===== src/rtl/hazard_stall_ctrl.sv =====
// -----------------------------------------------------------------------------
// hazard_stall_ctrl
//
// Purpose:
//   Hazard controller for the five-stage pipeline. It covers the hazards that
//   EX-stage forwarding cannot resolve:
//   - load-use stalls
//   - taken-branch flushes
//   - sequencing of the multi-cycle MULT/DIV unit, including HI/LO interlocks
//   It also keeps a saturating stall-cycle counter for performance
//   measurement.
//
// Ports:
//   i_clk            system clock, rising edge
//   i_rst_n          asynchronous active-low reset
//   i_id_rs/i_id_rt  source registers of the ID instruction
//   i_id_use_rt      ID instruction reads rt
//   i_id_hilo_rd     ID instruction is MFHI/MFLO
//   i_id_md          ID instruction is MULT/MULTU/DIV/DIVU
//   i_ex_mem_rd      EX instruction is a load
//   i_ex_rt          destination register of the load in EX
//   i_ex_md          MULT/DIV instruction in EX
//   i_ex_md_div      1 = the EX MULT/DIV instruction is a divide
//   i_ex_br_taken    branch/jump in EX resolved taken
//   o_pc_wr          PC load enable
//   o_ifid_wr        IF/ID load enable
//   o_ifid_flush     clear IF/ID to a nop
//   o_idex_flush     bubble into ID/EX
//   o_md_start       one-cycle start pulse to the MULT/DIV unit
//   o_md_busy        MULT/DIV operation in flight
//   o_hilo_wr        one-cycle HI/LO write strobe
//   o_stall_cnt      saturating stall-cycle count
//
// States:
//   ST_IDLE | no MULT/DIV in flight; an EX MULT/DIV starts one here
//   ST_BUSY | r_cnt counts down to the HI/LO write cycle (r_cnt == 0)
// -----------------------------------------------------------------------------
module hazard_stall_ctrl #(
    parameter int MUL_LAT = 4,
    parameter int DIV_LAT = 16
) (
    input  logic        i_clk,
    input  logic        i_rst_n,
    input  logic [4:0]  i_id_rs,
    input  logic [4:0]  i_id_rt,
    input  logic        i_id_use_rt,
    input  logic        i_id_hilo_rd,
    input  logic        i_id_md,
    input  logic        i_ex_mem_rd,
    input  logic [4:0]  i_ex_rt,
    input  logic        i_ex_md,
    input  logic        i_ex_md_div,
    input  logic        i_ex_br_taken,
    output logic        o_pc_wr,
    output logic        o_ifid_wr,
    output logic        o_ifid_flush,
    output logic        o_idex_flush,
    output logic        o_md_start,
    output logic        o_md_busy,
    output logic        o_hilo_wr,
    output logic [15:0] o_stall_cnt
);

    typedef enum logic {
        ST_IDLE = 1'b0,
        ST_BUSY = 1'b1
    } state_t;

    localparam logic [7:0] MUL_LOAD = 8'(MUL_LAT - 1);
    localparam logic [7:0] DIV_LOAD = 8'(DIV_LAT - 1);

    state_t      r_state;
    state_t      w_state_nxt;
    logic [7:0]  r_cnt;
    logic [7:0]  w_cnt_nxt;
    logic [15:0] r_stall_cnt;

    logic        w_lu_haz;
    logic        w_md_haz;
    logic        w_stall_evt;
    logic        w_md_start;
    logic        w_md_busy;
    logic        w_hilo_wr;

    assign w_lu_haz = i_ex_mem_rd && (i_ex_rt != 5'd0) &&
                      ((i_ex_rt == i_id_rs) || (i_id_use_rt && (i_ex_rt == i_id_rt)));

    // The HI/LO write cycle itself is not a hazard: the reader enters EX one
    // cycle later, after HI/LO has been updated.
    assign w_md_haz = (i_id_hilo_rd || i_id_md) &&
                      (((r_state == ST_IDLE) && i_ex_md) ||
                       ((r_state == ST_BUSY) && (r_cnt != 8'd0)));

    // A taken branch discards the ID instruction, so its stall is not counted.
    assign w_stall_evt = i_rst_n && !i_ex_br_taken && (w_lu_haz || w_md_haz);

    always_ff @(posedge i_clk or negedge i_rst_n) begin
        if (!i_rst_n) begin
            r_state <= ST_IDLE;
            r_cnt   <= 8'd0;
        end else begin
            r_state <= w_state_nxt;
            r_cnt   <= w_cnt_nxt;
        end
    end

    // The in-flight MULT/DIV is older than any branch in EX, so flushes never
    // touch this sequencing.
    always_comb begin
        w_state_nxt = r_state;
        w_cnt_nxt   = r_cnt;
        w_md_start  = 1'b0;
        w_md_busy   = 1'b0;
        w_hilo_wr   = 1'b0;
        case (r_state)
            ST_IDLE: begin
                if (i_ex_md) begin
                    w_md_start  = 1'b1;
                    w_md_busy   = 1'b1;
                    w_cnt_nxt   = i_ex_md_div ? DIV_LOAD : MUL_LOAD;
                    w_state_nxt = ST_BUSY;
                end
            end
            ST_BUSY: begin
                w_md_busy = 1'b1;
                if (r_cnt != 8'd0) begin
                    w_cnt_nxt = r_cnt - 8'd1;
                end else begin
                    w_hilo_wr   = 1'b1;
                    w_state_nxt = ST_IDLE;
                end
            end
            default: begin
                w_state_nxt = ST_IDLE;
            end
        endcase
    end

    always_comb begin
        o_pc_wr      = 1'b1;
        o_ifid_wr    = 1'b1;
        o_ifid_flush = 1'b0;
        o_idex_flush = 1'b0;
        o_md_start   = w_md_start;
        o_md_busy    = w_md_busy;
        o_hilo_wr    = w_hilo_wr;
        if (i_ex_br_taken) begin
            o_ifid_flush = 1'b1;
            o_idex_flush = 1'b1;
        end else if (w_lu_haz || w_md_haz) begin
            o_pc_wr      = 1'b0;
            o_ifid_wr    = 1'b0;
            o_idex_flush = 1'b1;
        end
        // Reset is asynchronous, and the EX inputs may still be live while it
        // is asserted, so the outputs are forced directly.
        if (!i_rst_n) begin
            o_pc_wr      = 1'b1;
            o_ifid_wr    = 1'b1;
            o_ifid_flush = 1'b0;
            o_idex_flush = 1'b0;
            o_md_start   = 1'b0;
            o_md_busy    = 1'b0;
            o_hilo_wr    = 1'b0;
        end
    end

    always_ff @(posedge i_clk or negedge i_rst_n) begin
        if (!i_rst_n) begin
            r_stall_cnt <= 16'd0;
        end else if (w_stall_evt && (r_stall_cnt != 16'hFFFF)) begin
            r_stall_cnt <= r_stall_cnt + 16'd1;
        end
    end

    assign o_stall_cnt = r_stall_cnt;

endmodule


===== config.mk =====
export PLATFORM = sky130hd
export DESIGN_NAME = hazard_stall_ctrl
export DESIGN_NICKNAME = d
export VERILOG_FILES = /design/src/rtl/hazard_stall_ctrl.sv
export SDC_FILE = /design/constraint.sdc
export NUM_CORES = 1
export LEC_CHECK = 0
export CAP_MARGIN = 25
export CORE_UTILIZATION = 44
export CTS_BUF_LIST = sky130_fd_sc_hd__clkbuf_4 sky130_fd_sc_hd__clkbuf_8
export CTS_CLUSTER_SIZE = 40
export DETAILED_ROUTE_END_ITERATION = 8
export PLACE_DENSITY = 0.79
export SLEW_MARGIN = 5
export SYNTH_ARGS = -nofsm -noshare
export SYNTH_HDL_FRONTEND = slang
export SYNTH_SLANG_ARGS = --single-unit

===== constraint.sdc =====
create_clock -name i_clk -period 2.5 [get_ports i_clk]
set_input_delay 0.5 -clock i_clk [delete_from_list [all_inputs] [get_ports i_clk]]
set_output_delay 0.5 -clock i_clk [all_outputs]
set_load 0.01 [all_outputs]

After elaboration in Yosys (flattened, before gate mapping):

Cells that the tools add are included.
W data, S select, Z words.

* reduce and logical (&&, ||, !) cells: 17
* muxes and demuxes: 22
* bitwise logic cells: 1
* equality and inequality tests: 5
* $add $sub $neg: 2

Operators by type and width (number)
* $add A16 B1 Y16 const B: 1
* $mux W1: 16
* $mux W8: 2
* $ne A16 B16 Y1 const B: 1
* $pmux W8 S2: 1
* $eq A5 B5 Y1: 2
* $logic_and A1 B1 Y1: 9
* $reduce_bool A8 Y1: 1
* $sub A8 B1 Y8 const B: 1
* $reduce_bool A5 Y1: 1
* $logic_or A1 B1 Y1: 4
* $mux W4: 1
* $pmux W1 S2: 2
* $ne A2 B1 Y1 const B: 1
* $ne A2 B2 Y1 const B: 1
* $reduce_and A2 Y1: 1
* $logic_not A1 Y1: 1
* $not A1 Y1: 1

* register bits: 25
* bits of input ports: 24

Depth between registers and ports, before layout:

Gate-level depths: netlist of run 1.

* depth after elaboration: 8
* depth in mapped cells: 11
* mapped depth without buffers: 9

Worst setup path before layout of run 1:

No wires, ideal clock.

* path kind: register -> output
* start point: register r_cnt[0]
* end point: output o_pc_wr
* setup slack: 9 ps
* buffers on the path: 3
* required time: 2000 ps
* cell stages (with the launch flop): 12
* arrival: 1991 ps
* path through: dfrtp_1 > inv_1 > ha_1 > nor3b_1 > a31o_4 > inv_2 > o21ai_0 > o21a_1 > buf_6 > buf_12 > or2_2 > buf_4

* longest elaborated chain between the ends: 8

RTL lines
* from (decl): RTL line 74 `logic [7:0] r_cnt;`
* from (signal assigned): RTL line 103 `r_cnt <= w_cnt_nxt;`
* $reduce_bool A8 Y1: RTL line 92 `((r_state == ST_BUSY) && (r_cnt != 8'd0)));`
* $logic_and A1 B1 Y1: RTL line 92
* $logic_or A1 B1 Y1: RTL line 91 `(((r_state == ST_IDLE) && i_ex_md) ||`
* $logic_and A1 B1 Y1: RTL line 90 `assign w_md_haz = (i_id_hilo_rd || i_id_md) &&`
* $logic_or A1 B1 Y1: RTL line 150 `end else if (w_lu_haz || w_md_haz) begin`
* $mux W1 (3 in series)
* to (decl): RTL line 54 `output logic o_pc_wr,`

Every way passes these cells.

Worst setup path in the final report of run 1:

* start point: input i_id_rs[2]
* end point: output o_ifid_wr

* longest elaborated chain between the ends: 7

RTL lines
* from (decl): RTL line 44 `input logic [4:0] i_id_rs,`
* $eq A5 B5 Y1: RTL line 86 `((i_ex_rt == i_id_rs) || (i_id_use_rt && (i_ex_rt == i_id_rt)));`
* $logic_or A1 B1 Y1: RTL line 86
* $logic_and A1 B1 Y1: RTL line 85 `assign w_lu_haz = i_ex_mem_rd && (i_ex_rt != 5'd0) &&`
* $logic_or A1 B1 Y1: RTL line 150
* $mux W1: RTL line 150
* $mux W1: RTL line 147 `if (i_ex_br_taken) begin`
* $mux W1: RTL line 157 `if (!i_rst_n) begin`
* to (decl): RTL line 55 `output logic o_ifid_wr,`

Every way passes these cells.

==> results.cfg, run 1 <==
[logic_synthesis]
avgSynthCellArea_sq_um = 10.6
synth_area_sq_um = 1570
synth_nets = 175
ys_ff_latch = 25
synth_top_area_frac = 0.399
syn_inst = 148
synth_edf_count = 0
async_reset_ff_frac = 1.00
yosysWarnings = 0
synth_top_area_cell = dfrtp_1
ys_types = 46
yosys-top-cells-area = dfrtp_1 40%, xor2_1 15%, nor4_4 2.7%
synth-seq-area-share = 0.399
synth_ff_type = dfrtp_1

[worst_setup_path]
worstSetupPathType = in -> out
reg2reg_depth = 11
worstSetupEndpointType = primary output
r2r_end = o_stall_cnt[11]
worstSetupStartpointType = input port
crit_arrival_ns = 2.02
cp_max_fo = 4
cp_slowest_cell = clkdlybuf4s50_1
cp.required_ns = 2.00
cp_cell_sequence = clkdlybuf4s50_1 -> xor2_1 -> nor3_2 -> a32oi_1 -> o21a_1 -> or2_4 -> buf_6
critical_path.max_stage_delay_ns = 0.42
regToRegStartpoint = r_cnt[1]
r2r_setup_slack_ns = 0.31

[layout]
nNetsFinal = 253
num_antenna_cells = 0
drive_gt1_frac = 0.280
multi_input_area_sq_um = 928
final_area_sq_um = 2350
stdcell_count = 271
fill_cells = 288
finish.utilization = 0.698
seq_area_sq_um = 626
area_delta_synth_final_pct = 49.7

[die]
rows = 21
chipHeight_um = 61.7
die-area_sq_um = 3810
coreArea_sq_um = 3360
start_util = 0.467
die_w_um = 61.7
pin_count = 47

[detailed_routing]
wl_mm = 3.79
wl_per_cell_um = 14.0
vias = 1397
antenna_left = 0
vias_per_cell = 5.15
first_pass_iters = 4
first_iter_violations = 56
drc = 0

[placement]
gp_congestion = 0.855
place_area_sq_um = 2240
dp_hpwl_mm = 2.96
dp_cells = 262
port-buffer-count = 46

[worst_hold_path]
hp-class = in -> async

[grt]
grt_overflow_total = 0
grt_max_degree = 23
grt_pass1_wl_mm = 6.05
antenna_found_initial = 0
track_usage = 0.219
first_global_vias = 1353

[timing]
setup_ws_ns = -0.0203
worstMarginPinSlew_ns = 0.718
hold_violations = 0
whs_ns = 0.244
timing.fmax_ghz = 0.397
layout_min_cycle_time_ns = 2.52
clock_skew_ns = 0.00920
slew-limit-headroom = 0.517
slew_viol_final = 0
setup_viol = 2
rsz0062_at_grt = true
period_share = 1.01

[cts]
cts_tree = done
cts_root_buf = clkbuf_4
cts_inserted_buffers = 3
clk_latency_ns = 0.33
ctsHoldBuffers = 0
clk_pin_slew_ns = 0.13
ctsHtreeMaxLevel = 1
cts_buffer_depth = 2
cts.sinks = 25

[run]
max-cap-violations = 0

[outcome]
status = complete, but fails checks
violations = setup timing

[power_and_ir_drop]
peakVddDrop_uv = 514
power.density_nw_per_um2 = 713
p_leak_nw = 1.09
[area by class of cell]
type / instances / area share
multi-input combinational: 113 / 0.395
sequential: 25 / 0.266
tap: 46 / 0.0245
inverter: 6 / 0.00959
timing repair buffer: 77 / 0.292
clock inverter: 1 / 0.00213
clock buffer: 3 / 0.00959
[metal layers]
layer  global-route usage  part of all wire
met5                    0                 0
met4               0.0413            0.0095
met3               0.0497             0.037
met2                0.402              0.54
met1                0.263              0.42
[critical path: cells and delay by family]
family / cells / cell delay, ns
XOR/XNOR: 1 / 0.16
buffers and inverters: 2 / 0.54
AO/OA/AOI/OAI: 2 / 0.36
AND/OR/NAND/NOR: 2 / 0.46
[where the power goes]
| part | internal (W) | switching, W |
|---|---|---|
| logic | 0.000472 | 0.000366 |
| clock network | 0.0000600 | 0.000122 |
| registers | 0.000521 | 0.000134 |
[worst max path at each step]
stage,startpoint,to,slack [ns],cells after the start
floorplan,r_cnt[0],o_pc_wr,0.009,11
global placement,i_ex_rt[1],o_ifid_wr,-0.62,6
detailed placement,i_ex_rt[1],o_ifid_wr,-0.68,6
CTS,r_cnt[1],o_ifid_wr,0.002,9
global route,i_ex_rt[1],o_ifid_wr,-0.1,7
finish,i_id_rs[2],o_ifid_wr,-0.02,7
[synthesized netlist by cell type (all sizes together) (2+ instances only)]
cell type,number
nand2,10
nand3,6
buf,4
xnor2,3
a21oi,2
and4,2
nand4,4
and2,4
nor2b,3
and3,2
nor3,7
dfrtp,25
nor3b,2
inv,6
ha,3
nor4,9
o21ai,5
nor4b,3
xor2,26
nor2,8
[metrics by stage]
step                      setup WS (ns)  total power (W)  TNS [ns]
final                           -0.0203          0.00167   -0.0399
after global routing            -0.0996          0.00179    -0.252
after CTS                       0.00249          0.00167         0
after detailed placement         -0.682          0.00140     -3.37
after global placement           -0.616          0.00136     -2.07
after floorplan                 0.00879          0.00103         0
[cells by family after synthesis]
kind of cell | share of synthesized area
xor gates and xnor gates | 0.162
and+or+nand+nor | 0.290
buffers and inverters | 0.0439
muxes | 0.00957
DFF | 0.399
adders and majority gates | 0.0239
AOI/OAI and AO/OA | 0.0718
[repair_timing]
| action | in CTS | in global routing |
|---|---|---|
| setup buffers | 6 | 0 |
| pin swaps | 8 | 3 |
| gates resized for setup | 38 | 5 |
| setup endpoints to repair | 4 | 5 |
[state kept, by name, summed over array words and instances (netlist names)]
| name | count |
|---|---|
| r_state | 1 |
| o_stall_cnt | 16 |
| r_cnt | 8 |
[cells in the final DEF, fill, tap and decap left out, drive strengths merged, types with 2 or more instances in the layout]
cell	netlist	final
nor3	7	7
dfrtp	25	25
xor2	26	26
dlygate4sd2	0	6
nor2b	3	3
a21oi	2	2
nand3	6	6
nor2	8	8
nand2	10	10
nand4	4	4
dlymetal6s2s	0	2
nor4b	3	3
o21ai	5	5
nor3b	2	2
clkdlybuf4s50	0	33
ha	3	3
buf	4	35
and2	4	4
and3	2	2
inv	6	6
nor4	9	9
and4	2	2
clkbuf	0	3
xnor2	3	3
No activity file was read; power rests on OpenSTA's default activity.
==> run 2, diff against run 1 <==
--- a/config.mk
+++ b/config.mk
@@ -5,6 +5,7 @@
 export SDC_FILE = /design/constraint.sdc
 export NUM_CORES = 1
 export LEC_CHECK = 0
+export ABC_CLOCK_PERIOD_IN_PS = 2500
 export CAP_MARGIN = 25
 export CORE_UTILIZATION = 44
 export CTS_BUF_LIST = sky130_fd_sc_hd__clkbuf_4 sky130_fd_sc_hd__clkbuf_8
==> results of run 2 <==
No change in the layout: final DEF, timing and power equal those of run 1.
==> run 3, diff against run 2 <==
--- a/config.mk
+++ b/config.mk
@@ -7,11 +7,12 @@
 export LEC_CHECK = 0
 export ABC_CLOCK_PERIOD_IN_PS = 2500
 export CAP_MARGIN = 25
-export CORE_UTILIZATION = 44
+export CORE_UTILIZATION = 50
 export CTS_BUF_LIST = sky130_fd_sc_hd__clkbuf_4 sky130_fd_sc_hd__clkbuf_8
-export CTS_CLUSTER_SIZE = 40
+export CTS_CLUSTER_SIZE = 10
 export DETAILED_ROUTE_END_ITERATION = 8
-export PLACE_DENSITY = 0.79
+export DONT_BUFFER_PORTS = 1
+export PLACE_DENSITY = 0.69
 export SLEW_MARGIN = 5
 export SYNTH_ARGS = -nofsm -noshare
 export SYNTH_HDL_FRONTEND = slang
==> results.cfg, run 3 (synthesis results as in run 1) <==
[worst_setup_path]
path_buf_inv = 2
worstSetupEndpointType = primary output
critical_path.max_stage_delay_ns = 0.39
worstSetupPathType = reg -> out
crit_arrival_ns = 1.91
r2r_end = o_stall_cnt[5]
r2r_setup_slack_ns = 0.27
cp_slowest_cell = dfrtp_1
cp.required_ns = 2.00
reg2reg_depth = 11
cp_top_family = compound AO/OA/AOI/OAI gates
cp_cell_sequence = inv_2 -> ha_2 -> nor3b_4 -> a31o_4 -> inv_4 -> o21ai_1 -> o21a_2 -> or2_4
worstSetupStartpointType = flop
cp_max_fo = 6
regToRegStartpoint = r_cnt[0]
worstSetupStartpoint = r_cnt[0]

[placement]
place_ws_ns = 0.174
dp_hpwl_mm = 2.31
gp_congestion = 0.825
port-buffer-count = 0

[power_and_ir_drop]
seqPwrFrac = 0.490
power_switching_share = 0.408
peakVddDrop_uv = 355
p_comb_frac = 0.375
p_switching_w = 0.000587
power_w = 0.00144
power.density_nw_per_um2 = 835
clkPwrFrac = 0.134
p_leak_nw = 0.777
p_int_w = 0.000854

[cts]
clk_pin_slew_ns = 0.15
cts_tree = done
cts_buffer_depth = 2
ctsHtreeMaxLevel = 1
cts_root_buf = clkbuf_4
clk_latency_ns = 0.32
cts.sinks = 25
cts_inserted_buffers = 3

[timing]
whs_ns = 0.468
timing.fmax_ghz = 0.415
period_share = 0.964
hold_violations = 0
setup_viol = 0
setup_ws_ns = 0.0889
worstMarginPinSlew_ns = 0.755
layout_min_cycle_time_ns = 2.41
clock_skew_ns = 0.00382
slew_viol_final = 0
slew-limit-headroom = 0.492

[grt]
first_global_vias = 1209
grt_max_degree = 26
grt_pass1_wl_mm = 5.50
track_usage = 0.212
antenna_found_initial = 0
grt_overflow_total = 0

[detailed_routing]
antenna_left = 0
first_pass_iters = 7
wl_mm = 3.40
vias_per_cell = 6.30
first_iter_violations = 66
wl_per_cell_um = 17.8
vias = 1203
drc = 1

[layout]
final_common_cell = xor2_1
nNetsFinal = 188
largest_reg_flops = 16
num_antenna_cells = 0
final_cell_mix = 26 x xor2_1, 25 x dfrtp_1, 10 x buf_4
area_delta_synth_final_pct = 9.97
drive_gt1_frac = 0.231

[die]
chipHeight_um = 58.0
die-area_sq_um = 3370
start_util = 0.550
die_w_um = 58.0
rows = 19
pin_count = 47
coreArea_sq_um = 2850

[worst_hold_path]
worstHoldEndpoint = r_cnt[6]
hold_path_depth = 2
hp-class = in -> reg
worstHoldStart = i_ex_md

[outcome]
violations = DRC
status = complete, but fails checks

[run]
max-cap-violations = 0
==> run 3: cell count changes in the layout (fill, tap and decap cells not counted), sizes merged <==
cell and delta:
clkdlybuf4s50 -33, buf -24, dlymetal6s2s -2, dlygate4sd2 -6
clkinvlp +1, clkdlybuf4s15 -1, clkinv -1, dlygate4sd3 +1
==> run 3: final cells by class <==
cell class,instances,area (sq um)
clock buffers,3,22.5
clock inverters,1,7.51
fillers,240,1130
inverters,6,25.0
multi-input cells,113,901
flip-flops and latches,25,626
well taps,31,38.8
repair buffers,12,105
==> run 3: how the worst max path moves through the flow <==
stage	to	slack, ns	cells after the start
3_5_place_dp	o_pc_wr	0.17	8
6_report	o_pc_wr	0.09	8
3_3_place_gp	o_pc_wr	0.23	4
2_1_floorplan	o_pc_wr	0.009	11
4_1_cts	o_pc_wr	0.01	8
5_1_grt	o_ifid_wr	-0.002	8
==> run 3: worst register-to-register path: stages (launching register included) <==
cell	delay, ns
dfrtp_1	0.39
inv_2	0.06
ha_2	0.18
nor3b_4	0.15
a31o_4	0.25
inv_4	0.07
o21ai_1	0.06
o21a_2	0.14
buf_4	0.15
buf_4	0.17
nor4_1	0.37
xor2_1	0.18
==> run 3: metal layers <==
layer | vias to the layer above | share of wire | track usage
met5 | - | 0 | 0
met3 | 6 | 0.067 | 0.0446
met4 | 0 | 0.012 | 0.0850
met1 | 583 | 0.42 | 0.284
met2 | 59 | 0.50 | 0.335
li1 | 555 | - | -
==> run 3: power by group through the flow <==
stage / Combinational [W] / Sequential [W] / Clock, W
6_report: 0.000541 / 0.000707 / 0.000193
5_1_grt: 0.000604 / 0.000726 / 0.000215
4_1_cts: 0.000473 / 0.000683 / 0.000201
3_5_place_dp: 0.000420 / 0.000692 / 0
3_3_place_gp: 0.000396 / 0.000688 / 0
2_1_floorplan: 0.000373 / 0.000653 / 0
==> run 3: what timing repair did <==
| item | CTS | global route |
|---|---|---|
| hold buffers | 2 | 0 |
| setup endpoints to repair | 3 | 3 |
| resized for setup | 5 | 6 |
| gates cloned | 0 | 0 |
| pin swaps | 1 | 2 |
| endpoints found under the hold margin | 25 | 0 |
| setup buffers | 3 | 5 |
==> run 3: through the flow <==
stage	instances	setup TNS [ns]	area, sq um	util
finish	191	0	1730	0.605
global route	191	-0.00431	1730	0.605
CTS	186	0	1670	0.586
detailed placement	177	0	1580	0.553
global placement	177	0	1580	0.553
floorplan	148	0	1570	-
